<file path="src/rtl/bin_to_bcd_converter.sv">
// ---------------------------------------------------------------------------
// bin_to_bcd_converter
//
// Purpose:
//   Sequential binary-to-BCD converter using shift-and-add-3 (double dabble).
//   It processes one operand bit per clock. The packed BCD digits feed the
//   seven-segment drivers. Operands larger than 10^DIGITS-1 raise err and
//   force every output nibble to 4'hF, which drives the drivers' E inputs.
//
// Optional feature (compile-time macro LEADING_ZERO_BLANK_EN):
//   When the macro is defined, blank[i] (i >= 1) is set at FINISH if digit i
//   and every higher digit are zero. blank[0] is never set, and blank is
//   cleared on err. These flags feed the drivers' OFF inputs.
//   When the macro is undefined, blank is tied low and has no registers.
//
// Parameters:
//   BIN_W   width of the binary operand (1..16)
//   DIGITS  number of BCD output digits (1..5)
//
// Ports:
//   clk      rising-edge clock
//   rst      synchronous reset, active high
//   start    conversion request, honoured only in IDLE
//   bin_in   binary operand, captured on an accepted start
//   busy     high from the accepting edge until the FINISH edge
//   done     one-cycle pulse; bcd_out/err/blank valid until the next FINISH
//   bcd_out  packed BCD result, digit 0 (ones) in bits [3:0]
//   err      operand exceeded MAX_VAL
//   blank    leading-zero blank flags, one per digit
// ---------------------------------------------------------------------------
module bin_to_bcd_converter #(
  parameter int BIN_W  = 10,
  parameter int DIGITS = 3
) (
  input  logic                  clk,
  input  logic                  rst,
  input  logic                  start,
  input  logic [BIN_W-1:0]      bin_in,
  output logic                  busy,
  output logic                  done,
  output logic [4*DIGITS-1:0]   bcd_out,
  output logic                  err,
  output logic [DIGITS-1:0]     blank
);

  localparam int OUT_W = 4 * DIGITS;
  // One extra guard nibble absorbs the carry of operands up to 2^BIN_W-1,
  // so the add-3 step never wraps into garbage inside the visible digits.
  localparam int SCR_W = OUT_W + 4;
  localparam int CNT_W = $clog2(BIN_W + 1);
  localparam logic [31:0] MAX_VAL = 32'(10 ** DIGITS - 1);

  typedef enum logic [1:0] {
    IDLE   = 2'd0,
    SHIFT  = 2'd1,
    FINISH = 2'd2
  } state_t;

  state_t             state;
  logic [BIN_W-1:0]   shreg;
  logic [SCR_W-1:0]   scratch;
  logic [SCR_W-1:0]   scratch_adj;
  logic [CNT_W-1:0]   cnt;
  logic               err_q;
  logic               over_max;
  logic               guard_msb_unused;

  // The range check is made on the raw operand. The guard nibble is not a
  // reliable overflow indicator, because digits 0..DIGITS-1 can overflow
  // without reaching the guard.
  assign over_max = ({{(32 - BIN_W){1'b0}}, bin_in} > MAX_VAL);

  // Add-3 correction: every nibble >= 5 gets +3 (4-bit modulo) in parallel,
  // so that the following left shift carries correctly into the next decade.
  for (genvar gi = 0; gi < DIGITS + 1; gi++) begin : g_add3
    assign scratch_adj[gi*4 +: 4] = (scratch[gi*4 +: 4] >= 4'd5)
                                  ? scratch[gi*4 +: 4] + 4'd3
                                  : scratch[gi*4 +: 4];
  end

  // The top bit of the adjusted guard nibble is shifted out and discarded.
  assign guard_msb_unused = scratch_adj[SCR_W-1];

  // Control FSM and datapath, with registered outputs.
  always_ff @(posedge clk) begin
    if (rst) begin
      state   <= IDLE;
      shreg   <= '0;
      scratch <= '0;
      cnt     <= '0;
      err_q   <= 1'b0;
      busy    <= 1'b0;
      done    <= 1'b0;
      bcd_out <= '0;
      err     <= 1'b0;
    end else begin
      done <= 1'b0;
      case (state)
        IDLE: begin
          if (start) begin
            shreg   <= bin_in;
            scratch <= '0;
            cnt     <= CNT_W'(BIN_W);
            err_q   <= over_max;
            busy    <= 1'b1;
            state   <= SHIFT;
          end
        end

        SHIFT: begin
          // {scratch, shreg} shifts left by one bit. The operand MSB enters
          // the scratch LSB after the add-3 correction.
          scratch <= {scratch_adj[SCR_W-2:0], shreg[BIN_W-1]};
          shreg   <= shreg << 1;
          cnt     <= cnt - CNT_W'(1);
          if (cnt == CNT_W'(1)) begin
            state <= FINISH;
          end
        end

        FINISH: begin
          bcd_out <= err_q ? {OUT_W{1'b1}} : scratch[OUT_W-1:0];
          err     <= err_q;
          done    <= 1'b1;
          busy    <= 1'b0;
          state   <= IDLE;
        end

        default: begin
          state <= IDLE;
          busy  <= 1'b0;
        end
      endcase
    end
  end

`ifdef LEADING_ZERO_BLANK_EN
  logic [DIGITS-1:0] blank_calc;
  logic [DIGITS-1:0] blank_reg;

  // Digit i blanks when the value sits entirely below decade i, that is,
  // when every digit from i upward is zero. The ones digit never blanks.
  assign blank_calc[0] = 1'b0;
  for (genvar gi = 1; gi < DIGITS; gi++) begin : g_blank
    assign blank_calc[gi] = (scratch[OUT_W-1:4*gi] == '0);
  end

  always_ff @(posedge clk) begin
    if (rst) begin
      blank_reg <= '0;
    end else if (state == FINISH) begin
      blank_reg <= err_q ? '0 : blank_calc;
    end
  end

  assign blank = blank_reg;
`else
  assign blank = '0;
`endif

endmodule

</file>
<file path="config.mk">
export PLATFORM = sky130hd
export DESIGN_NAME = bin_to_bcd_converter
export DESIGN_NICKNAME = d
export VERILOG_FILES = /design/src/rtl/bin_to_bcd_converter.sv
export SDC_FILE = /design/constraint.sdc
export NUM_CORES = 1
export LEC_CHECK = 0
export CAP_MARGIN = 5
export CORE_MARGIN = 8
export CORE_UTILIZATION = 62
export DETAILED_ROUTE_END_ITERATION = 12
export DONT_BUFFER_PORTS = 1
export PLACE_DENSITY = 0.78
export SLEW_MARGIN = 40
export SYNTH_ARGS = -nofsm -noshare
export SYNTH_HDL_FRONTEND = slang
export SYNTH_SLANG_ARGS = --single-unit
</file>
<file path="constraint.sdc">
create_clock -name clk -period 1.71 [get_ports clk]
set_clock_uncertainty 0.05 [all_clocks]
set_input_delay 0.171 -clock clk [delete_from_list [all_inputs] [get_ports clk]]
set_output_delay 0.171 -clock clk [all_outputs]
set_load 0.02 [all_outputs]
</file>
==> reports/results.tsv, run 1 <==
stage	metric	value	unit
global_routing	antenna_found_initial	0	
cts	cts_tree	done	
worst_setup_path	worstPathRequired	1.91	ns
sta	setup_tns	0	ns
logic_synthesis	synth.distinct_cells	30	
worst_setup_path	arrival	1.85	ns
power	power_density	820	nW/um^2
cells_and_area	layout_common_cells	nor2_1, dfxtp_1, nand2_1, a21oi_1, a211oi_1	
cells_and_area	utilization	71.6	%
power	p_int	1310	uW
global_routing	grt_pass1_vias	1518	
flow_run	max-cap-violations	0	
placed_design	portBuffers	0	
cells_and_area	fin_nets	263	
cells_and_area	drive_above_1_share	7.85	%
cts	clock_sinks	44	
power	ir_drop	0.000553	V
worst_setup_path	r2r_slack	0.06	ns
sta	fmax	607	MHz
sta	slew_viol_final	0	
routing	vias	1600	
placed_design	place_congestion	0.740	
cts	cts_setup_buffers	0	
routing	ant_nets	0	
worst_setup_path	crit_chain	inv_1 > ha_1 > nand2b_1 > a21oi_1 > mux2i_1 > a22o_1	
run_status	status	completed	
worst_setup_path	worstSetupEndpointType	flop	
routing	wl_per_cell	15.2	um
sta	finalHoldViolations	0	
min_path	hold_path.class	input pin to flop	
worst_setup_path	cp-start-kind	flop	
floorplanning	rows	20	
worst_setup_path	slowest_stage	dfxtp_1	
global_routing	grt_overflow	0	
logic_synthesis	ys_seq_elements	44	
global_routing	grt_pass1_wl	7150	um
power	p_comb_share	12.4	%
cells_and_area	areaGrowthSynthToFinish	10.4	%
placed_design	dp_hpwl	2950	um
cells_and_area	nFillCells	230	
cts	path_clk_slew	0.12	ns
logic_synthesis	synthCells	230	
logic_synthesis	yosysSeqAreaShare	44.5	%
cts	clockBufferDepth	2	
power	power_leakage	0.000814	uW
routing	drt-initial-drc-count	132	
sta	period_share	96.3	%
floorplanning	design.portCount	31	
global_routing	grt_max_degree	37	
routing	drt-vias-per-instance	5.59	
floorplanning	die_h	72.5	um
worst_setup_path	max_stage_delay	0.39	ns
global_routing	grt_usage	17.0	%
sta	setup_violations	0	
power	seq_power_share	61.7	%
floorplanning	initial_core_util	64.8	%
cts	root_buffer	clkbuf_4	
floorplanning	die_width	72.5	um
cts	ctsHtreeMaxLevel	2	
sta	rsz0062_at_grt	no	
cts	numCtsBuffers	5	
floorplanning	core_region_area	3050	um^2
logic_synthesis	syn-cell-area	1980	um^2
logic_synthesis	synthesis.yosys.warnings	0	
power	switching_power	479	uW
cts	clkLatencyLatePin	0.35	ns
worst_setup_path	crit_fanout	4	
logic_synthesis	syn_area_per_cell	8.61	um^2
power	clockPowerShare	25.9	%
cells_and_area	diodes	0	
floorplanning	die-area	5260	um^2
power	swShare	26.7	%
cells_and_area	mostFrequentLayoutCell	nor2_1	
worst_setup_path	critPathKind	flop to flop	
sta	min_period	1.65	ns
routing	totalWireLength	4350	um
routing	drc	0	
routing	dr.pass1.iters	4	
[Yosys cell counts]
master | count | area, um^2
nand4_1 | 1 | 6.26
nand2b_1 | 5 | 31.3
inv_1 | 8 | 30.0
a22oi_1 | 1 | 7.51
ha_1 | 8 | 100
o21ai_0 | 8 | 40.0
or3_1 | 1 | 6.26
nor3_1 | 4 | 20.0
buf_2 | 3 | 15.0
nor2_4 | 1 | 11.3
buf_6 | 3 | 33.8
dfxtp_1 | 44 | 881
nor4_4 | 1 | 21.3
xnor2_1 | 4 | 35.0
nor2b_1 | 3 | 18.8
xor2_1 | 2 | 17.5
buf_4 | 5 | 37.5
a32oi_1 | 1 | 8.76
mux2i_1 | 4 | 40.0
or2_2 | 1 | 6.26
nand2_1 | 23 | 86.3
a311oi_1 | 9 | 78.8
nand3b_1 | 1 | 7.51
a22o_1 | 8 | 70.1
nand3_1 | 3 | 15.0
a211oi_1 | 12 | 90.1
a21oi_1 | 13 | 65.1
nor2_1 | 46 | 173
clkbuf_1 | 6 | 22.5
conb_1 | 1 | 3.75
[per-stage QoR]
| step | cell area (um^2) | instances | total power (uW) | setup slack, ns | hold WS [ns] |
|---|---|---|---|---|---|
| global route | 2190 | 286 | 1870 | 0.0221 | 0.0345 |
| CTS | 2180 | 286 | 1800 | 0.0585 | 0.00629 |
| floorplan | 1990 | 232 | 1280 | 0.292 | 0.283 |
| global placement | 2010 | 267 | 1300 | 0.255 | 0.195 |
| finish | 2190 | 286 | 1790 | 0.0626 | 0.0387 |
| detailed placement | 2010 | 267 | 1310 | 0.122 | 0.198 |
[power groups by stage]
stage                     Clock, uW  Sequential [uW]  Combinational, uW
after floorplan                   0             1120                163
after global placement            0             1130                172
after detailed placement          0             1130                180
after CTS                       470             1110                220
after global routing            514             1110                248
final                           464             1110                223
[worst paths after layout]
check,to,from,cells after the start
max reg2reg,scratch[6],scratch[5],6
max,scratch[6],scratch[5],6
min reg2reg,shreg[3],shreg[2],2
min,state[0],rst,2
[per-layer routing]
metal,GRT usage (%),up-vias,share of wire (%)
li1,-,807,-
met1,18.9,740,41
met2,29.1,42,50
met3,6.47,11,7.1
met4,5.56,0,1.5
met5,0,-,0
[cell families after synthesis]
logic type	synth area share [%]
and+or+nand+nor	20.4
AOI/OAI and AO/OA	18.2
DFF	44.5
buffers and inverters	7.02
adders and majority gates	5.06
xor gates and xnor gates	2.65
muxes	2.02
other	0.189
[timing repair]
item	CTS	global route
hold buffers	12	0
gates resized for setup	0	1
hold endpoints to repair	36	0
endpoints found under the setup margin	0	2
[critical path, delay by kind of cell, from the launching register on]
kind | cells | cell delay [ns]
DFF | 1 | 0.39
buffers and inverters | 1 | 0.09
muxes | 1 | 0.14
adders and majority gates | 1 | 0.19
AOI/OAI and AO/OA | 2 | 0.55
and+or+nand+nor | 1 | 0.14
[sequential cells by signal, indices dropped and copies added, names as in the netlist]
name	cells
bcd_out	12
scratch	12
shreg	10
cnt	4
state	2
busy	1
done	1
err	1
err_q	1
[final cells by class]
type / count / area [um^2] / area share [%]
flip-flops and latches: 44 / 881 / 40.3
clock buffers: 6 / 41.3 / 1.89
well taps: 44 / 55.1 / 2.52
multi-input cells: 163 / 971 / 44.4
inverters: 8 / 30.0 / 1.37
repair buffers: 20 / 203 / 9.27
clock inverters: 1 / 5.00 / 0.229
(Power assumes the default switching activity.)
==> run 2: changes to the inputs <==
REMOVE_ABC_BUFFERS = 1   (was default)
==> reports/results.tsv, run 2 (same netlist as run 1, synthesis figures left out) <==
stage	metric	value	unit	change
run_status	status	completed		
sta	setup_violations	0		unchanged
worst_setup_path	reg2reg_to	scratch[2]		
placed_design	dp_hpwl	2690	um	-8.6%
cts	root_buffer	clkbuf_4		
cts	clockBufferDepth	2		unchanged
power	power_density	840	nW/um^2	+2.4%
global_routing	grt_usage	16.5	%	-0.54 points
cells_and_area	multi_input_area	970	um^2	-0.13%
floorplanning	core_region_area	3050	um^2	unchanged
cts	numCtsBuffers	5		unchanged
cells_and_area	seq_area	881	um^2	unchanged
sta	min_period	1.58	ns	-0.0680 ns
min_path	hold_path.class	input pin to flop		
floorplanning	design.portCount	31		unchanged
worst_setup_path	slowest_stage	dfxtp_1		
cells_and_area	nFillCells	245		+6.5%
cells_and_area	areaGrowthSynthToFinish	10.1	%	
floorplanning	die-area	5260	um^2	unchanged
cells_and_area	mostFrequentLayoutCell	nor2_1		
global_routing	grt_pass1_wl	6930	um	-3.1%
min_path	hold_depth	2		unchanged
floorplanning	initial_core_util	64.8	%	unchanged
worst_setup_path	crit_chain	inv_1 > ha_1 > nand2b_1 > a21oi_1 > mux2i_1 > a22o_1		
routing	dr.pass1.iters	4		unchanged
cts	cts_tree	done		
sta	slew_headroom	65.2	%	
placed_design	portBuffers	0		unchanged
sta	slew_viol_final	0		unchanged
placed_design	dpl_cell_area	1990	um^2	-0.87%
worst_setup_path	crit_fanout	4		unchanged
routing	drt-vias-per-instance	5.61		+0.31%
cells_and_area	diodes	0		unchanged
sta	period_share	92.4	%	-4.0 points
flow_run	max-cap-violations	0		unchanged
worst_setup_path	critPathKind	flop to flop		
worst_setup_path	worstSetupEndpointType	flop		
routing	drt-initial-drc-count	105		-20%
routing	ant_nets	0		unchanged
min_path	min_to	busy		
placed_design	place_congestion	0.767		+3.5%
routing	drc	0		unchanged
global_routing	grt_pass1_vias	1534		+1.1%
routing	wl_per_cell	13.8	um	-8.9%
floorplanning	die_width	72.5	um	unchanged
global_routing	antenna_found_initial	0		unchanged
sta	fmax	633	MHz	+4.3%
worst_setup_path	max_stage_delay	0.40	ns	about the same
floorplanning	die_h	72.5	um	unchanged
cells_and_area	layout.cells.non_filler	286		unchanged
cts	clkLatencyLatePin	0.35	ns	about the same
worst_setup_path	worstPathRequired	1.92	ns	about the same
routing	totalWireLength	3960	um	-8.9%
sta	worst_slew_pin_slew	0.521	ns	
worst_setup_path	cp-start-kind	flop		
cts	path_clk_slew	0.12	ns	about the same
routing	vias	1605		+0.31%
sta	rsz0062_at_grt	no		
placed_design	placedCellCount	266		-0.37%
cells_and_area	fin_nets	262		-0.38%
cts	ctsHtreeMaxLevel	2		unchanged
min_path	hold_start	rst		
global_routing	grt_max_degree	37		unchanged
worst_setup_path	arrival	1.78	ns	-0.07 ns
cts	ctsResizeCount	0		unchanged
power	ir_drop	0.000632	V	+14%
cells_and_area	reg_top3	bcd_out (12), scratch (12), shreg (10)		
power	power_leakage	0.000816	uW	+0.25%
worst_setup_path	reg2reg_depth	6		unchanged
global_routing	grt_overflow	0		unchanged
cts	clock_sinks	44		unchanged
sta	finalHoldViolations	0		unchanged
cells_and_area	layout_common_cells	nor2_1, dfxtp_1, nand2_1, a21oi_1, a211oi_1		
worst_setup_path	r2r_start	scratch[1]		
cells_and_area	drive_above_1_share	8.26	%	+0.41 points
cells_and_area	design_area	2180	um^2	-0.29%
floorplanning	rows	20		unchanged
worst_setup_path	r2r_slack	0.13	ns	+0.07 ns
[run 2: changes by cell type in the layout (fill, tap and decap cells not counted)]
cell	before	now
nor2b_1	3	2
buf_12	2	1
nor2b_2	0	1
clkbuf_8	0	1
a21oi_2	1	0
a21oi_1	12	13
clkbuf_1	1	0
clkinv_2	1	2
[run 2: how the worst max path moves through the flow]
stage | slack [ns] | startpoint | endpoint
CTS | 0.13 | scratch[1] | scratch[2]
floorplan | -0.13 | state[1] | err
finish | 0.13 | scratch[1] | scratch[2]
global placement | 0.26 | scratch[5] | scratch[6]
global route | 0.008 | scratch[1] | scratch[2]
detailed placement | 0.15 | scratch[1] | scratch[2]
[run 2: cell type report]
cell class,instances,area share (%)
Sequential cell,44,40.4
Multi-Input combinational cell,163,44.5
Inverter,8,1.38
Tap cell,44,2.53
Clock inverter,2,0.459
Timing Repair Buffer,19,8.38
Clock buffer,6,2.35
[run 2: repair_timing]
action | CTS | global route
endpoints found under the hold margin | 36 | 0
setup buffers | 0 | 0
hold buffers | 12 | 0
endpoints found under the setup margin | 0 | 0
[run 2: metal layers]
metal | vias to the layer above | wire [um] | global-route usage (%)
met1 | 747 | 1630 | 17.6
li1 | 805 | - | -
met5 | - | 0 | 0
met3 | 7 | 303 | 7.30
met4 | 0 | 63 | 7.33
met2 | 46 | 1960 | 27.4
[run 2: metrics by stage]
stage	TNS [ns]	worst slack (ns)	hold slack [ns]	power, uW	utilization [%]
3_3_place_gp	0	0.261	0.195	1290	65.1
5_1_grt	0	0.00755	0.0158	1930	71.4
3_5_place_dp	0	0.147	0.197	1300	65.1
2_1_floorplan	-1.01	-0.130	0.190	1250	-
4_1_cts	0	0.127	0.00581	1850	71.4
6_report	0	0.131	0.0240	1830	71.4
[run 2: report_power, final]
group / leakage [uW] / switching [uW] / total (uW) / internal [uW]
registers: 0.000358 / 37.2 / 1100 / 1070
clock network: 0.0000380 / 316 / 511 / 196
logic: 0.000419 / 123 / 215 / 92.1
[run 2: critical path: cells and delay by family, from the launching register on]
| family | cells | cell delay (ns) |
|---|---|---|
| multiplexers | 1 | 0.13 |
| AND/OR/NAND/NOR | 1 | 0.13 |
| AO/OA/AOI/OAI | 2 | 0.51 |
| adder cells (fa/ha/maj) | 1 | 0.17 |
| flip-flops | 1 | 0.40 |
| buffers and inverters | 1 | 0.09 |
==> run 3: changes to the inputs <==
CORE_UTILIZATION = 45   (was 62)
PLACE_DENSITY = default   (was 0.78)
==> reports/results.tsv, run 3 (same netlist as run 1, synthesis figures left out) <==
stage	metric	value	unit	change
routing	vias	1536		-4.3%
cts	clock_sinks	44		unchanged
power	ir_drop	0.000521	V	-18%
routing	wl_per_cell	13.8	um	-0.34%
global_routing	grt_max_degree	37		unchanged
cts	clkLatencyLatePin	0.29	ns	-0.06 ns
global_routing	grt_overflow	0		unchanged
power	switching_power	503	uW	+5.7%
worst_setup_path	crit_end	scratch[2]		
cts	numCtsBuffers	5		unchanged
sta	min_period	1.53	ns	-0.0508 ns
cells_and_area	reg_top3	bcd_out (12), scratch (12), shreg (10)		
global_routing	grt_pass1_vias	1440		-6.1%
global_routing	grt_pass1_wl	6820	um	-1.5%
sta	fmax	654	MHz	+3.3%
cells_and_area	diodes	0		unchanged
power	p_comb_share	9.7	%	-2.1 points
worst_setup_path	crit_fanout	4		unchanged
worst_setup_path	startpoint	scratch[1]		
routing	wl_met3	276	um	-8.9%
worst_setup_path	worstPathRequired	1.85	ns	-0.07 ns
placed_design	placedCellCount	276		+3.8%
cts	root_buffer	clkbuf_8		
cts	cts_tree	done		
cells_and_area	nFillCells	387		+58%
run_status	status	completed		
global_routing	grt_usage	13.1	%	-3.4 points
routing	drt-vias-per-instance	5.22		-6.9%
cells_and_area	fin_nets	263		+0.38%
placed_design	place_congestion	0.725		-5.5%
routing	drt-initial-drc-count	53		-50%
worst_setup_path	cp-start-kind	flop		
sta	slew_viol_final	0		unchanged
power	seq_power_share	49.3	%	-11 points
routing	ant_nets	0		unchanged
cells_and_area	mostFrequentLayoutCell	nor2_1		
floorplanning	design.portCount	31		unchanged
worst_setup_path	reg2reg_depth	6		unchanged
cells_and_area	drive_above_1_share	9.09	%	+0.83 points
cells_and_area	layout_common_cells	nor2_1, dfxtp_1, nand2_1, a21oi_1, a211oi_1		
cells_and_area	areaGrowthSynthToFinish	15.1	%	
power	power_leakage	0.000850	uW	+4.2%
sta	worst_slew_pin_slew	0.510	ns	-0.0111 ns
worst_setup_path	arrival	1.67	ns	-0.11 ns
cts	cts_setup_buffers	0		unchanged
sta	whs	0.0108	ns	-0.0132 ns
floorplanning	die_h	82.3	um	+14%
routing	dr.pass1.iters	4		unchanged
power	swShare	22.5	%	-3.5 points
power	power_density	983	nW/um^2	+17%
cts	clockBufferDepth	2		unchanged
cells_and_area	layout.cells.non_filler	294		+2.8%
cts	ctsHtreeMaxLevel	2		unchanged
placed_design	portBuffers	0		unchanged
routing	dr.max_layer_used	met4		
worst_setup_path	reg2reg_to	scratch[2]		
floorplanning	core_region_area	4290	um^2	+41%
power	clockPowerShare	41.0	%	+13 points
power	p_int	1740	uW	+28%
worst_setup_path	r2r_slack	0.18	ns	+0.05 ns
sta	period_share	89.4	%	-3.0 points
routing	drc	0		unchanged
sta	finalHoldViolations	0		unchanged
routing	wl_met2	1890	um	-3.5%
min_path	hold_depth	2		unchanged
flow_run	max-cap-violations	0		unchanged
worst_setup_path	worstSetupEndpointType	flop		
min_path	hold_start	start		
worst_setup_path	critPathKind	flop to flop		
floorplanning	die-area	6780	um^2	+29%
floorplanning	initial_core_util	46.1	%	-19 points
cts	path_clk_slew	0.08	ns	-0.04 ns
floorplanning	rows	24		+20%
global_routing	antenna_found_initial	0		unchanged
sta	slew_headroom	66.0	%	+0.74 points
routing	totalWireLength	4060	um	+2.5%
sta	rsz0062_at_grt	no		
routing	drt-met1-wl	1830	um	+12%
placed_design	dp_hpwl	2630	um	-2.4%
sta	setup_violations	0		unchanged
floorplanning	die_width	82.3	um	+14%
worst_setup_path	r2r_start	scratch[1]		
min_path	hold_path.class	input pin to flop		
## run 3: changes by cell type in the layout (fill, tap and decap cells not counted), sizes merged
cell	change
clkbuf	-1
dlygate4sd3	-1
buf	+2
clkinv	-2
bufinv	+2
## run 3: stage by stage
step	setup TNS, ns	area (um^2)	total power (uW)	util [%]	setup slack, ns
finish	0	2280	2240	53.1	0.181
global route	0	2280	2340	53.1	0.0700
CTS	0	2270	2260	53.0	0.181
detailed placement	0	2030	1310	47.2	0.193
global placement	0	2030	1310	47.2	0.228
floorplan	-1.01	1880	1250	-	-0.130
## run 3: power by group through the flow
stage	sequential [uW]	combinational (uW)	clock (uW)
after floorplan	1120	128	0
after global placement	1130	179	0
after detailed placement	1130	181	0
after CTS	1100	218	939
after global routing	1110	245	986
final	1100	217	918
## run 3: final cells by class
| class | instances | area, um^2 | area share [%] |
|---|---|---|---|
| multi-input cells | 163 | 973 | 42.7 |
| flip-flops and latches | 44 | 881 | 38.7 |
| repair buffers | 20 | 200 | 8.79 |
| clock buffers | 5 | 68.8 | 3.02 |
| well taps | 52 | 65.1 | 2.86 |
| clock inverters | 2 | 60.1 | 2.64 |
| inverters | 8 | 30.0 | 1.32 |
## run 3: worst max-delay path, stage by stage (launching register included)
cell and delay (ns):
dfxtp_1 0.37, inv_1 0.09, ha_1 0.17, nand2b_1 0.13
a21oi_1 0.29, mux2i_1 0.12, a22o_1 0.20
## run 3: repair_timing
item / 4_1_cts / 5_1_grt
endpoints found under the setup margin: 0 / 2
hold buffers: 11 / 0
hold endpoints to repair: 36 / 0
resized for setup: 0 / 1
## run 3: worst min-delay path by stage
stage	end	slack, ns
floorplan	busy	0.19
global placement	cnt[3]	0.20
detailed placement	err_q	0.20
CTS	shreg[0]	0.004
global route	shreg[0]	0.02
finish	shreg[0]	0.01
## run 3: routing by layer
metal	GRT usage (%)	up-vias
met1	15.0	697
met4	4.74	0
met5	0	-
met3	5.52	6
li1	-	805
met2	21.2	28
